File: config.mk
export PLATFORM = sky130hd
export DESIGN_NAME = uart_rx_ctrl
export DESIGN_NICKNAME = d
export VERILOG_FILES = /design/src/rtl/uart_rx_ctrl.sv
export SDC_FILE = /design/constraint.sdc
export NUM_CORES = 1
export LEC_CHECK = 0
export BUFFER_PORTS_ARGS = -buffer_cell sky130_fd_sc_hd__buf_2
export CAP_MARGIN = 10
export CORE_MARGIN = 2
export CORE_UTILIZATION = 60
export DETAILED_ROUTE_END_ITERATION = 7
export PLACE_DENSITY = 0.92
export SETUP_SLACK_MARGIN = 0.2
export SLEW_MARGIN = 20
export SYNTH_ARGS = -nofsm -noshare
export SYNTH_HDL_FRONTEND = slang
export SYNTH_SLANG_ARGS = --single-unit
File: constraint.sdc
create_clock -name clk -period 9.17 [get_ports clk]
set_input_delay 1.3755 -clock clk [delete_from_list [all_inputs] [get_ports clk]]
set_output_delay 1.3755 -clock clk [all_outputs]
set_load 0.05 [all_outputs]
File: src/rtl/uart_rx_ctrl.sv
// UART receive controller: receiver enable/parity control, byte FIFO,
// sticky overflow and parity-error statistics, and a level interrupt.
module uart_rx_ctrl #(
    parameter int DEPTH = 8,
    parameter int LW    = 4
) (
    input  logic          clk,
    input  logic          rst,
    input  logic          cfg_en,
    input  logic          cfg_chk,
    input  logic          cfg_hold,
    input  logic [LW-1:0] cfg_thr,
    input  logic          clr,
    input  logic          rx_int,
    input  logic [7:0]    rx_dat,
    input  logic          rx_err,
    output logic          rx_en,
    output logic          rx_chk,
    input  logic          rd_req,
    output logic [7:0]    rd_dat,
    output logic          rd_perr,
    output logic          rd_vld,
    output logic          empty,
    output logic          full,
    output logic [LW-1:0] level,
    output logic          ovf,
    output logic [7:0]    perr_cnt,
    output logic          irq
);

    localparam int AW = (DEPTH > 1) ? $clog2(DEPTH) : 1;
    localparam logic [LW-1:0] FULL_LVL = LW'(DEPTH);

    typedef enum logic [1:0] {
        OFF   = 2'd0,
        RUN   = 2'd1,
        EHOLD = 2'd2
    } state_t;

    state_t state;
    state_t state_nxt;

    logic          int_d;
    logic          push_ev;
    logic          push;
    logic          pop;
    logic          wr;
    logic          drop;
    logic          perr_bit;
    logic          inc;
    logic          rx_en_nxt;
    logic          rx_chk_nxt;
    logic          irq_nxt;
    logic [8:0]    mem [DEPTH];
    logic [AW-1:0] wptr;
    logic [AW-1:0] rptr;

    // Push/pop qualification; a push is only taken while receiving
    always_comb begin
        push_ev  = rx_int & ~int_d;
        push     = push_ev && (state == RUN);
        pop      = rd_req && !empty;
        wr       = push && (!full || pop);
        drop     = push && full && !pop;
        perr_bit = rx_err & rx_chk;
        inc      = wr && perr_bit;
    end

    // FIFO status decoded from the occupancy counter
    always_comb begin
        empty = (level == '0);
        full  = (level == FULL_LVL);
    end

    // State register
    always_ff @(posedge clk or posedge rst) begin
        if (rst) begin
            state <= OFF;
        end else begin
            state <= state_nxt;
        end
    end

    // Next-state logic; an error-hold push outranks a disable
    always_comb begin
        state_nxt = state;
        unique case (state)
            OFF: begin
                if (cfg_en) state_nxt = RUN;
            end
            RUN: begin
                if (push && rx_err && cfg_hold) state_nxt = EHOLD;
                else if (!cfg_en)               state_nxt = OFF;
            end
            EHOLD: begin
                if (clr) state_nxt = OFF;
            end
            default: state_nxt = OFF;
        endcase
    end

    // Output decode feeding the registered control outputs
    always_comb begin
        rx_en_nxt  = (state == RUN);
        rx_chk_nxt = (state == OFF) ? cfg_chk : rx_chk;
        irq_nxt    = ((level >= cfg_thr) && (cfg_thr != '0))
                     || ovf || (state == EHOLD);
    end

    // Registered control outputs and rx_int edge history
    always_ff @(posedge clk or posedge rst) begin
        if (rst) begin
            rx_en  <= 1'b0;
            rx_chk <= 1'b0;
            irq    <= 1'b0;
            int_d  <= 1'b0;
        end else begin
            rx_en  <= rx_en_nxt;
            rx_chk <= rx_chk_nxt;
            irq    <= irq_nxt;
            int_d  <= rx_int;
        end
    end

    // FIFO storage; contents need no reset since level gates reads
    always_ff @(posedge clk) begin
        if (wr) mem[wptr] <= {perr_bit, rx_dat};
    end

    // Pointers, occupancy and read port
    always_ff @(posedge clk or posedge rst) begin
        if (rst) begin
            wptr    <= '0;
            rptr    <= '0;
            level   <= '0;
            rd_vld  <= 1'b0;
            rd_dat  <= 8'h00;
            rd_perr <= 1'b0;
        end else begin
            rd_vld <= pop;
            if (pop) begin
                {rd_perr, rd_dat} <= mem[rptr];
                rptr              <= rptr + AW'(1);
            end
            if (wr) wptr <= wptr + AW'(1);
            if (wr && !pop)      level <= level + LW'(1);
            else if (pop && !wr) level <= level - LW'(1);
        end
    end

    // Sticky flags; a set in the same cycle as clr survives it
    always_ff @(posedge clk or posedge rst) begin
        if (rst) begin
            ovf      <= 1'b0;
            perr_cnt <= 8'h00;
        end else begin
            if (drop)     ovf <= 1'b1;
            else if (clr) ovf <= 1'b0;
            if (clr)                        perr_cnt <= {7'h00, inc};
            else if (inc && perr_cnt != 8'hff) perr_cnt <= perr_cnt + 8'h01;
        end
    end

endmodule

==> Yosys cells after proc, flatten, opt, wreduce, memory -nomap -nowiden <==
Memory sizes are Yosys's and may differ from the RTL's. A register that Yosys moved wholly into a read port is not among the register bits.
Cells that the tools add are included.
{ "word_totals": {"register_bits": 26, "input_bits": 21, "word_cells": 67, "n_memories": 1, "out_inout_bits": 28, "ram_bits": 72} }
{ "mem_list": {"columns": ["name", "words", "width", "read_ports", "rd_ports_with_merged_regs", "wr", "line", "source"], "rows": [
  ["mem", 8, 9, 1, 1, 1, "54", "logic [8:0] mem [DEPTH];"]
]} }
{ "op_classes": {"n_bitwise": 3, "n_eq_ne": 7, "reduce_logical": 26, "addsub": 5, "n_lt_le_gt_ge": 1, "n_mux": 13} }
{ "ops": {"columns": ["op", "n"], "rows": [
  ["8-bit 2-to-1 mux", 2],
  ["1-bit logical AND", 12],
  ["8-bit by 1-bit adder with 8-bit output, second input constant", 1],
  ["2-bit 2-to-1 mux", 4],
  ["4-bit 2-to-1 mux", 2],
  ["8-bit != test, second input constant", 1],
  ["3-bit by 1-bit adder with 3-bit output, second input constant", 2],
  ["2-bit one-hot mux with 3 select lines", 1],
  ["2-bit nonzero test", 3],
  ["4-bit by 1-bit adder with 4-bit output, second input constant", 1],
  ["4-bit equality test, second input constant", 1],
  ["4-bit greater-or-equal comparator", 1],
  ["1-bit logical NOT", 4],
  ["4-bit logical NOT", 1],
  ["1-bit 2-to-1 mux", 4],
  ["2-bit != test, second input constant", 2],
  ["4-bit nonzero test", 1],
  ["4-bit by 1-bit subtractor with 4-bit output, second input constant", 1],
  ["1-bit logical OR", 3],
  ["3-bit by 2-bit != test with 1-bit output, second input constant", 1],
  ["3-bit AND reduction", 1],
  ["1-bit AND", 2],
  ["2-bit by 1-bit equality test with 1-bit output, second input constant", 1],
  ["2-bit equality test, second input constant", 1],
  ["other kinds (2)", 2]
]} }

==> Logic depth before layout (Yosys ltp) <==
Gate-level depths: netlist of run 1.
{ "depth": {"depth_word": 9, "ltp_mapped": 10, "mapped_depth_nobuf": 10} }

==> Worst setup path before layout of run 1 <==
OpenSTA, ideal clock, no wires.
{ "synth_path": {"path_type": "register -> output", "startpoint": "register level[0]", "endpoint": "output port empty", "n_path_buf": 0, "path_slack_ns": 5.543, "stages_incl_launch_ff": 2, "t_required_ns": 7.795, "arrival_time_ns": 2.251, "cell_sequence": "dfrtp_1 -> nor4_1"} }
{ "synth_via": {"elab_chain_len": 1} }
{ "synth_rtl": {"columns": ["item", "line", "source"], "rows": [
  ["start, declared", "25", "output logic [LW-1:0] level,"],
  ["start signal, assigned", "146", "if (wr && !pop) level <= level + LW'(1);"],
  ["start signal, assigned", "147", "else if (pop && !wr) level <= level - LW'(1);"],
  ["4-bit logical NOT", "71", "empty = (level == '0);"],
  ["end, declared", "23", "output logic empty,"]
]} }
Every way passes these cells.

==> Final worst setup path of run 1 <==
{ "layout_path": {"startpoint": "input port rd_req", "endpoint": "register level[3]"} }
{ "layout_via": {"elab_chain_len": 6, "elab_cells_between_ends": 9, "classes_between": "mux (1); reduce/logical (8)"} }
{ "layout_rtl": {"columns": ["item", "line", "source"], "rows": [
  ["start, declared", "19", "input logic rd_req,"],
  ["1-bit logical AND (*)", "62", "pop = rd_req && !empty;"],
  ["1-bit logical OR (*)", "63", "wr = push && (!full || pop);"],
  ["1-bit logical AND (*)", "63", null],
  ["via wr", "47", "logic wr;"],
  ["1-bit logical NOT", "147", null],
  ["1-bit logical AND", "147", null],
  ["2-bit nonzero test (no line)", null, null]
]} }
The timed path passes the listed nets; every way through them passes the cells marked *.
A chain may end at the register's enable or synchronous reset.

==> results of run 1 <==
## stage by stage
stage / utilization, % / total power, W / hold WS, ps / area, um2 / setup slack (ps)
3_3_place_gp: 67.6 / 0.00111 / 468 / 4930 / 5380
2_1_floorplan: - / 0.00101 / 453 / 4530 / 5540
6_report: 70.2 / 0.00139 / 486 / 5120 / 5670
4_1_cts: 70.2 / 0.00140 / 494 / 5120 / 5710
5_1_grt: 70.2 / 0.00146 / 519 / 5120 / 5510
3_5_place_dp: 67.6 / 0.00113 / 470 / 4930 / 5330
## cells in the final DEF (no fill, tap or decap), types with 2 or more instances in the layout
cell type,count
edfxtp_1,72
buf_2,48
dfrtp_1,35
nand2_1,27
mux4_2,18
inv_1,12
o21ai_0,12
mux2i_1,10
ha_1,10
clkbuf_8,9
buf_4,8
a21oi_1,7
xnor2_1,6
nor3_1,4
nand3_1,4
nor2_1,4
nand2b_1,3
or2_2,2
o41ai_1,2
o31ai_1,2
nand4_1,2
or4_1,2
mux2_2,2
nor4_1,2
nor4b_2,2
inv_8,2
clkinvlp_4,2
## registers in the layout, summed over array words and instances, names as in the netlist
signal and flops:
mem 72, perr_cnt 8, rd_dat 8, level 4, rptr 3, wptr 3, state 2, int_d 1
irq 1, ovf 1, rd_perr 1, rd_vld 1, rx_chk 1, rx_en 1
## layer usage
metal / up-vias / global-route usage [%] / part of all wire (%)
met5: - / 0 / 0
met4: 0 / 8.84 / 2.1
met3: 16 / 3.76 / 5.6
met2: 79 / 32.5 / 49
met1: 1286 / 28.2 / 43
li1: 1208 / - / -
## cell type report
class,instances,area (um2),share of cell area [%]
sequential,107,3040,59.3
multi-input combinational,152,1410,27.6
timing repair buffer,56,300,5.86
clock buffer,9,124,2.42
tap,99,124,2.42
clock inverter,7,71.3,1.39
inverter,13,51.3,1.00
## power groups by stage
stage / clock network, W / logic, W / registers, W
floorplan: 0 / 0.000272 / 0.000740
global placement: 0 / 0.000441 / 0.000666
detailed placement: 0 / 0.000458 / 0.000670
CTS: 0.000280 / 0.000458 / 0.000660
global route: 0.000297 / 0.000492 / 0.000672
finish: 0.000276 / 0.000453 / 0.000661
## worst max-delay path by stage
| stage | from | to | slack [ps] | cells after the start |
|---|---|---|---|---|
| floorplan | level[0] | empty | 5540 | 1 |
| global placement | rd_req | level[3] | 5380 | 10 |
| detailed placement | rx_int | level[3] | 5330 | 11 |
| CTS | rd_req | level[3] | 5710 | 10 |
| global route | level[0] | level[3] | 5510 | 10 |
| finish | rd_req | level[3] | 5670 | 10 |
## cell families after synthesis
kind of cell             Yosys count
multiplexers                      30
buffers and inverters             25
adder cells (fa/ha/maj)           11
XOR/XNOR                           6
flip-flops                       107
AO/OA/AOI/OAI                     38
AND/OR/NAND/NOR                   67
## worst max-delay path: cells and delay by family
kind            cells  cell delay, ps
fa+ha+maj           2             500
buf+inv             3             410
compound gates      5            1480
==> key figures, run 1 <==
Status
  • Run status: complete, no violations

Clock tree
  • Clock Path Buffers: 2
  • Insertion delay to the later sink of the worst-skew pair: 370 ps
  • Number of buffers added to fix hold violations after cts: 0
  • Number of H-tree levels: 3
  • Root Buffer Master: clkbuf_8
  • Number of post-CTS setup repair buffers: 0
  • TritonCTS clock tree: yes
  • Sink Count: 107
  • Clock-pin slew reported for the worst setup and hold paths after clock tree synthesis: 110 ps
  • Post-cts sizing count: 0
  • Num CTS Buffers: 9

Pwr
  • Fraction of power consumed by combinational cells: 32.6%
  • Switching power of the nets: 0.000524 W
  • Portion of total power attributed to the clock network: 19.8%
  • Internal power of the cells: 0.000865 W
  • Fraction of power spent switching nets: 37.7%
  • Sequential power share: 47.6%
  • Total power density per cell area: 271 nW/um2
  • Worst-case vdd ir drop: 0.000153 V
  • Static Leakage: 1.95 nW

Worst setup path
  • Worst R2R Setup Slack: 5690 ps
  • Kind of start point of the critical path: input pin
  • Worst-path fanout max: 16
  • Data arrival time of the worst path: 3770 ps
  • Worst-path cell chain: buf_2 -> o21ai_4 -> inv_4 -> ha_1 -> inv_1 -> ha_1 -> a21o_2 -> a2111oi_0 -> a31oi_1 -> a221o_1
  • Worst path slowest cell: o21ai_4
  • Worst flop-to-flop path endpoint: level[3]
  • Crit-path max cell delay: 430 ps
  • Most frequent CP cell: ha_1
  • Worst Setup End Kind: flop
  • Worst path required time: 9440 ps
  • Start of the worst register-to-register path: level[0]
  • Number of cells traversed by the worst register-to-register path: 10
  • Crit Path Category: input pin to flop

Drt
  • Final ANT Viol Nets: 0
  • DRC violation count after routing: 0
  • Via-to-Cell Ratio: 5.84
  • DRT Pass-1 Iters: 4
  • Aggregate routed wire length: 7860 um
  • Wire length per cell after detailed routing: 17.8 um
  • Vias: 2,589
  • Drt initial violations: 224

Yosys
  • Most instantiated library cell after synthesis: edfxtp_1
  • Count of synthesis-stage warnings from yosys: 0
  • Share of the synthesized area in compound gates (AO/OA/AOI/OAI): 6.22%
  • Flops & latches, synth: 107
  • Count of unique library cells instantiated by Yosys: 54
  • Simple logic cell fraction of the synthesized area: 8.18%
  • Post-synth EDFFs: 72
  • Most frequent cells after synthesis: 72 x edfxtp_1, 35 x dfrtp_1, 27 x nand2_1
  • Share of Yosys cell area claimed by the top area cell type: 47.8%
  • Area contributors post-synth: edfxtp_1 48%, dfrtp_1 19%, mux4_2 9.0%, ha_1 2.8%, nand2_1 2.2%
  • Post-Syn Instances: 284
  • Main combinational cell family by area after synthesis: multiplexers
  • Multiplexer share of the synthesized area: 11.7%
  • Post-synthesis instance area: 4530 um2
  • Sequential element share of the synthesized area: 67.1%
  • Top cell type by total area after synthesis: edfxtp_1
  • Share of flip-flops with an asynchronous set or reset: 32.7%
  • Synthesized netlist net count: 316
  • XOR/XNOR Fraction of Synth Area: 1.16%
  • Adder and majority cell fraction of the synthesized area: 3.21%
  • Main synth FF type: edfxtp_1
  • Average cell area after synthesis: 15.9 um2

Finish
  • Number of inserted diodes: 0
  • Number of fill cells in the layout: 472
  • Net count of the finished layout: 371
  • Final non-filler cell total: 443
  • Share of layout cells above drive strength 1: 32.0%
  • P&R area growth vs syn: 13.2%

Min path
  • Beginning of the worst hold path: rd_dat[4]
  • Min-Delay Endpoint: rd_dat[4]
  • Number of cells on the worst hold path: 2
  • Worst hold path class: flop to flop

Floorplan
  • Height of the die: 90.9 um
  • Starting Density: 62.1%
  • Width of the chip: 90.9 um
  • Die Area: 8250 um2
  • Boundary Pins: 49
  • Core Region: 7290 um2
  • Count of standard-cell rows: 31

Timing
  • Final Skew: 20.6 ps
  • Ratio of final minimum period to clock period: 38.2%
  • Number of failing setup endpoints in the final timing report: 0
  • Max frequency: 286 MHz
  • Setup repair after global routing missed its margin: false
  • Final count of pins violating max slew: 0
  • Transition at the pin with the smallest max-transition slack: 883 ps
  • Final hold vios: 0
  • Setup TNS Final: 0 ps
  • Min Clock Period, post-route: 3500 ps
  • Worst max-slew margin expressed relative to the limit: 40.9%

Place
  • Routability-driven placement congestion ratio: 0.821
  • Buffers on Ports: 48
  • Detailed placer's ending HPWL: 5160 um
  • Cell total after placement: 427

Global route
  • Wire length of the first global-routing pass: 12,800 um
  • Vias in the first global route: 2,586
  • Number of antenna violations at the first check in global routing: 0
  • Pin count of the biggest net entering global routing: 36
  • GRT Resource Usage Total: 20.4%
  • Aggregate global routing overflow: 0

Flow run
  • Maximum Capacitance Violations: 0
No activity file was read; power rests on OpenSTA's default activity.
==> inputs of run 2 (changes only) <==
- ABC_AREA: not set -> 1
- CORE_UTILIZATION: 60 -> 58
- PLACE_DENSITY: 0.92 -> 0.9
- clock period: 9.17 -> 3.3 ns (I/O delays scaled with it)
==> run 2 against run 1 <==
Core utilization is 2.8 points lower. Worst hold slack worse by 290 ps. Critical path depth is 4 higher. Sequential power grew to 2.7 times the previous value. Via count is 29% higher. Area after synthesis is 4.0% higher. Sequential share of layout area is 1.6 points lower. Largest power group unchanged. Flip-flop and latch count stayed put. Count of clock-buffer cells in the layout stayed put.
==> key figures, run 2 <==
Timing
  • Final Worst Setup Slack: 727 ps (-4940 ps)
  • Number of failing setup endpoints in the final timing report: 0 (unchanged)
  • Min Clock Period, post-route: 2570 ps
  • Worst max-slew margin expressed relative to the limit: 38.2% (-2.7 points)
  • Ratio of final minimum period to clock period: 78.0%
  • Final count of pins violating max slew: 0 (unchanged)
  • Setup TNS Final: 0 ps (unchanged)
  • Setup repair after global routing missed its margin: false
  • Max frequency: 389 MHz
  • Final hold vios: 0 (unchanged)
  • Final Skew: 17.2 ps (-3.38 ps)
  • Transition at the pin with the smallest max-transition slack: 926 ps (+42.4 ps)

Drt
  • Wire length per cell after detailed routing: 16.0 um (-9.6%)
  • DRC violation count after routing: 0 (unchanged)
  • Via-to-Cell Ratio: 5.50 (-5.9%)
  • DRT Pass-1 Iters: 5 (+1)
  • Vias: 3,344 (+29%)
  • Drt initial violations: 569 (+150%)
  • Final ANT Viol Nets: 0 (unchanged)
  • Aggregate routed wire length: 9760 um (+24%)

Yosys
  • Count of unique library cells instantiated by Yosys: 32 (-41%)
  • Average cell area after synthesis: 10.5 um2 (-34%)
  • Count of synthesis-stage warnings from yosys: 0 (unchanged)
  • Sequential element share of the synthesized area: 64.6% (-2.6 points)
  • Share of Yosys cell area claimed by the top area cell type: 45.9% (-1.8 points)
  • Post-synth EDFFs: 72 (unchanged)
  • Main synth FF type: edfxtp_1
  • Post-Syn Instances: 447 (+57%)
  • Synthesized netlist net count: 479 (+52%)
  • Top cell type by total area after synthesis: edfxtp_1
  • Most frequent cells after synthesis: 89 x nor2_1, 72 x edfxtp_1, 68 x nand2_1
  • Share of flip-flops with an asynchronous set or reset: 32.7% (unchanged)
  • Flops & latches, synth: 107 (unchanged)
  • Most instantiated library cell after synthesis: nor2_1
  • Area contributors post-synth: edfxtp_1 46%, dfrtp_1 19%, nor2_1 7.1%, nand2_1 5.4%, nand3_1 5.2%
  • Post-synthesis instance area: 4710 um2 (+4.0%)

Global route
  • GRT Resource Usage Total: 23.6% (+3.2 points)
  • Wire length of the first global-routing pass: 15,600 um (+21%)
  • Aggregate global routing overflow: 0 (unchanged)
  • Vias in the first global route: 3,267 (+26%)
  • Number of antenna violations at the first check in global routing: 0 (unchanged)
  • Pin count of the biggest net entering global routing: 40 (+11%)

Place
  • Setup slack after placement: 781 ps (-4550 ps)
  • Detailed placer's ending HPWL: 6210 um (+20%)
  • Cell total after placement: 592 (+39%)
  • Buffers on Ports: 48 (unchanged)
  • Routability-driven placement congestion ratio: 0.860 (+4.7%)

Worst setup path
  • Start of the worst register-to-register path: level[1]
  • Kind of start point of the critical path: flop
  • Data arrival time of the worst path: 2880 ps (-890 ps)
  • Worst path required time: 3610 ps (-5830 ps)
  • Crit Path Category: flop to flop
  • Worst path slowest cell: dfrtp_1
  • Number of cells traversed by the worst register-to-register path: 14 (+4)
  • Worst-path fanout max: 15 (-1)
  • Most frequent CP cell: nand2_1
  • Crit-path max cell delay: 500 ps (+70 ps)
  • Worst flop-to-flop path endpoint: level[3]
  • Worst Setup End Kind: flop
  • Worst R2R Setup Slack: 730 ps (-4960 ps)
  • Worst-path cell chain: nor2_1 -> nand3_1 -> inv_2 -> nor2_4 -> inv_2 -> ha_1 -> inv_1 -> ha_1 -> nand2_1 -> nand2_1 -> nor2_1 -> xnor2_1 -> nand2_1 -> o21ai_0

Finish
  • Share of layout cells above drive strength 1: 17.4% (-15 points)
  • Max reg flops: 72 (unchanged)
  • Most common cell after layout, fill and taps aside: nor2_1
  • Reg with most FFs: mem
  • Most used cells in the layout excluding fill and tap cells: 89 x nor2_1, 72 x edfxtp_1, 68 x nand2_1
  • P&R area growth vs syn: 12.0%
  • Final non-filler cell total: 608 (+37%)
  • Number of inserted diodes: 0 (unchanged)
  • Net count of the finished layout: 533 (+44%)
  • Regs by FF count: mem (72), perr_cnt (8), rd_dat (8)

Floorplan
  • Count of standard-cell rows: 32 (+3.2%)
  • Boundary Pins: 49 (unchanged)
  • Width of the chip: 94.1 um (+3.5%)
  • Height of the die: 94.1 um (+3.5%)
  • Die Area: 8850 um2 (+7.2%)
  • Core Region: 7810 um2 (+7.1%)
  • Starting Density: 60.3% (-1.8 points)

Clock tree
  • Root Buffer Master: clkbuf_8
  • Clock Path Buffers: 2 (unchanged)
  • Number of buffers added to fix hold violations after cts: 0 (unchanged)
  • Post-cts sizing count: 0 (unchanged)
  • Clock-pin slew reported for the worst setup and hold paths after clock tree synthesis: 120 ps (about the same)
  • Num CTS Buffers: 9 (unchanged)
  • TritonCTS clock tree: yes
  • Insertion delay to the later sink of the worst-skew pair: 390 ps (+20 ps)
  • Number of H-tree levels: 3 (unchanged)
  • Sink Count: 107 (unchanged)
  • Number of post-CTS setup repair buffers: 0 (unchanged)

Status
  • Run status: complete, no violations

Pwr
  • Static Leakage: 2.29 nW (+17%)
  • Total power density per cell area: 838 nW/um2 (+210%)
  • Sum of internal, switching and leakage power: 0.00442 W (+220%)
  • Worst-case vdd ir drop: 0.000301 V (+97%)

Flow run
  • Maximum Capacitance Violations: 0 (unchanged)

Min path
  • Worst hold path class: input pin to async pin
-- run 2: cell types whose count changed after synthesis, sizes merged, moves of 3 or more --
cell,change
nor2,+88
nand3,+46
nand2,+44
o21ai,+30
inv,+20
mux4,-18
mux2i,-10
a21oi,-6
xor2,+6
nand2b,-3
nor4b,-3
o41ai,-3
or4,-3
-- run 2: final cells by class --
type                            count  area [um2]
Clock buffer                        9         124
Clock inverter                      7        97.6
Fill cell                         552        2540
Inverter                           35         131
Multi-Input combinational cell    292        1450
Sequential cell                   107        3040
Tap cell                          102         128
Timing Repair Buffer               56         300
-- run 2: stage by stage --
step,hold WS (ps),instance area [um2],util [%]
2_1_floorplan,499,4710,-
3_3_place_gp,463,5050,64.6
3_5_place_dp,462,5050,64.6
4_1_cts,215,5270,67.5
5_1_grt,231,5270,67.5
6_report,194,5270,67.5
-- run 2: metal layers --
| layer | vias up | wire length (um) | global-route usage, % |
|---|---|---|---|
| met2 | 134 | 5050 | 40.1 |
| met4 | 0 | 222 | 8.94 |
| met5 | - | 0 | 0 |
| met3 | 25 | 648 | 4.65 |
| li1 | 1611 | - | - |
| met1 | 1574 | 3840 | 30.2 |
-- run 2: worst max path at each step --
stage               slack, ps  cells after the start       end      from
finish                    730                     14  level[3]  level[1]
global route              470                     14  level[3]  level[0]
floorplan                 530                      2      full  level[3]
global placement          940                     14  level[3]  level[1]
CTS                       730                     14  level[3]  level[1]
detailed placement        780                     14  level[3]  level[1]
-- run 2: kinds of logic (layout without fill, tap and decap cells) --
group,after synthesis,in the layout,synth area share (%)
flops,107,107,64.6
buf+inv,48,107,4.63
simple gates,223,223,20.6
fa+ha+maj,11,11,3.08
xor+xnor,11,11,2.05
compound gates,47,47,5.11
-- run 2: critical path: cells and delay by family (launching register included) --
family / cells / cell delay (ps)
adders and majority gates: 2 / 550
buffers and inverters: 3 / 370
xor gates and xnor gates: 1 / 130
DFF: 1 / 500
AOI/OAI and AO/OA: 1 / 60
and+or+nand+nor: 7 / 870
-- run 2: power breakdown --
group | internal [W] | leakage, nW | switching (W)
combinational | 0.000491 | 1.09 | 0.00129
sequential | 0.00164 | 1.09 | 0.000150
clock | 0.000371 | 0.110 | 0.000476
total | 0.00250 | 2.29 | 0.00192
==> inputs of run 3 (changes only) <==
- ABC_AREA: 1 -> 0
- CORE_UTILIZATION: 58 -> 52
- PLACE_DENSITY: 0.9 -> 0.86
- clock period: 3.3 -> 2.1 ns (I/O delays scaled with it)
==> run 3 against run 2 <==
The run now ends with setup timing left. Non-clock buffer count up 45. Core utilization up 0.061 points. Combinational power up 64%. Cell count down 18%. Final area up 10%. Critical endpoint unchanged. Largest power group is now combinational cells.
==> key figures, run 3 (synthesized netlist as in run 1, its figures left out) <==
Status
  • Run status: finished, violations left
  • Violations in the final reports: setup timing

Floorplan
  • Count of standard-cell rows: 34 (+6.3%)
  • Width of the chip: 97.3 um (+3.4%)
  • Boundary Pins: 49 (unchanged)
  • Starting Density: 52.7% (-7.6 points)
  • Core Region: 8590 um2 (+10%)
  • Height of the die: 97.3 um (+3.4%)
  • Die Area: 9470 um2 (+7.0%)

Clock tree
  • Clock-pin slew reported for the worst setup and hold paths after clock tree synthesis: 110 ps (about the same)
  • TritonCTS clock tree: yes
  • Number of H-tree levels: 3 (unchanged)
  • Insertion delay to the later sink of the worst-skew pair: 380 ps (about the same)
  • Num CTS Buffers: 9 (unchanged)
  • Sink Count: 107 (unchanged)
  • Clock Path Buffers: 2 (unchanged)
  • Number of buffers added to fix hold violations after cts: 0 (unchanged)
  • Root Buffer Master: clkbuf_8

Timing
  • Final Skew: 16.2 ps (-1.08 ps)
  • Final hold vios: 0 (unchanged)
  • Transition at the pin with the smallest max-transition slack: 601 ps (-325 ps)
  • Number of failing setup endpoints in the final timing report: 12 (+12)
  • Final count of pins violating max slew: 0 (unchanged)
  • Final Worst Setup Slack: -594 ps (-1320 ps)
  • Max frequency: 371 MHz (-4.5%)
  • Setup TNS Final: -2300 ps (-2300 ps)
  • Setup repair after global routing missed its margin: true
  • Min Hold Slack: 55.6 ps (-138 ps)
  • Ratio of final minimum period to clock period: 128% (+50 points)
  • Worst max-slew margin expressed relative to the limit: 60.0% (+22 points)
  • Min Clock Period, post-route: 2690 ps (+121 ps)

Finish
  • Utilization after layout: 67.5% (about the same)
  • Regs by FF count: mem (72), perr_cnt (8), rd_dat (8)
  • Share of layout cells above drive strength 1: 46.8% (+29 points)
  • Max reg flops: 72 (unchanged)
  • Number of inserted diodes: 0 (unchanged)
  • Net count of the finished layout: 416 (-22%)
  • Number of fill cells in the layout: 516 (-6.5%)
  • Area of the multi-input gates: 1620 um2 (+12%)
  • Most common cell after layout, fill and taps aside: edfxtp_1
  • FF+latch area: 3050 um2 (+0.37%)
  • Reg with most FFs: mem
  • P&R area growth vs syn: 28.3%
  • Most used cells in the layout excluding fill and tap cells: 72 x edfxtp_1, 46 x buf_2, 31 x buf_4

Pwr
  • Total power density per cell area: 1200 nW/um2 (+43%)
  • Internal power of the cells: 0.00429 W (+72%)
  • Static Leakage: 2.23 nW (-2.4%)
  • Sequential power share: 40.6% (+0.2 points)
  • Switching power of the nets: 0.00265 W (+38%)
  • Fraction of power spent switching nets: 38.2% (-5.3 points)
  • Worst-case vdd ir drop: 0.000480 V (+60%)
  • Fraction of power consumed by combinational cells: 42.0% (+1.6 points)
  • Portion of total power attributed to the clock network: 17.4% (-1.8 points)

Drt
  • Via-to-Cell Ratio: 5.91 (+7.4%)
  • DRT Pass-1 Iters: 5 (unchanged)
  • Vias: 2,937 (-12%)
  • Final ANT Viol Nets: 0 (unchanged)
  • Aggregate routed wire length: 10,100 um (+3.1%)
  • DRC violation count after routing: 0 (unchanged)
  • Drt initial violations: 223 (-61%)
  • Wire length per cell after detailed routing: 20.2 um (+26%)

Place
  • Setup slack after placement: -614 ps (-1400 ps)
  • Buffers on Ports: 48 (unchanged)
  • Detailed placer's ending HPWL: 5800 um (-6.7%)
  • Routability-driven placement congestion ratio: 0.837 (-2.7%)

Worst setup path
  • Data arrival time of the worst path: 2960 ps (+80 ps)
  • Worst flop-to-flop path endpoint: level[3]
  • Worst-path fanout max: 2 (-13)
  • Worst R2R Setup Slack: -590 ps (-1320 ps)
  • Worst Setup End Kind: flop
  • Crit Path Category: flop to flop
  • Kind of start point of the critical path: flop
  • Start of the worst register-to-register path: level[0]
  • Worst path required time: 2360 ps (-1250 ps)
  • Number of cells traversed by the worst register-to-register path: 10 (-4)

Min path
  • Worst hold path class: input pin to async pin

Global route
  • Wire length of the first global-routing pass: 15,100 um (-3.4%)
  • Vias in the first global route: 2,924 (-10%)
  • GRT Resource Usage Total: 20.9% (-2.7 points)
  • Aggregate global routing overflow: 0 (unchanged)
  • Pin count of the biggest net entering global routing: 36 (-10%)
  • Number of antenna violations at the first check in global routing: 0 (unchanged)

Flow run
  • Maximum Capacitance Violations: 0 (unchanged)
-- run 3: cell types whose count changed in the layout (fill, tap and decap cells not counted), moves of 20 or more --
cell     before  now
buf_4         8   31
buf_6         0   20
nand2_1      68   26
nand3_1      49    4
nor2_1       89    2
o21ai_0      40   11
-- run 3: per-layer routing --
layer  global-route usage, %  vias to the layer above  part of all wire (%)
li1                        -                     1302                     -
met1                    26.9                     1497                    41
met2                    34.0                      110                    51
met3                    4.17                       28                   5.1
met4                    11.0                        0                   3.4
met5                       0                        -                     0
-- run 3: area by class of cell --
| class | instances | share of cell area (%) |
|---|---|---|
| sequential | 107 | 52.5 |
| clock inverter | 6 | 1.06 |
| inverter | 13 | 0.927 |
| timing repair buffer | 101 | 13.0 |
| clock buffer | 10 | 2.20 |
| tap | 108 | 2.33 |
| multi-input combinational | 152 | 28.0 |
-- run 3: worst max path at each step --
stage / from / endpoint / slack, ps / cells after the start
after floorplan: level[2] / level[3] / -790 / 10
after global routing: level[0] / level[3] / -650 / 10
after detailed placement: level[2] / level[3] / -610 / 10
after CTS: level[0] / level[3] / -520 / 10
after global placement: level[2] / level[3] / -510 / 10
final: level[0] / level[3] / -590 / 10
-- run 3: what timing repair did --
item,in CTS,in global routing
buffers inserted,11,7
pin swaps,7,10
gates resized for setup,27,29
endpoints found under the setup margin,68,84
gates cloned,0,4
-- run 3: power groups by stage --
stage          clock (W)  sequential (W)  combinational [W]
6_report         0.00121         0.00281            0.00292
5_1_grt          0.00130         0.00284            0.00310
4_1_cts          0.00122         0.00278            0.00270
3_5_place_dp           0         0.00282            0.00244
3_3_place_gp           0         0.00280            0.00235
2_1_floorplan          0         0.00328            0.00127
-- run 3: stage by stage --
step / power (W) / instances / cell area [um2]
floorplan: 0.00454 / 284 / 4670
global placement: 0.00515 / 459 / 5230
detailed placement: 0.00526 / 459 / 5230
CTS: 0.00670 / 486 / 5620
global route: 0.00724 / 497 / 5800
finish: 0.00694 / 497 / 5800
-- run 3: critical path, stage by stage (launching register included) --
cell and delay, ps:
dfrtp_2 430, or4b_4 580, o21ai_4 190, inv_4 60, ha_4 170, inv_4 60
ha_4 190, a21o_4 210, a2111oi_4 280, a31oi_1 80, a221o_1 330
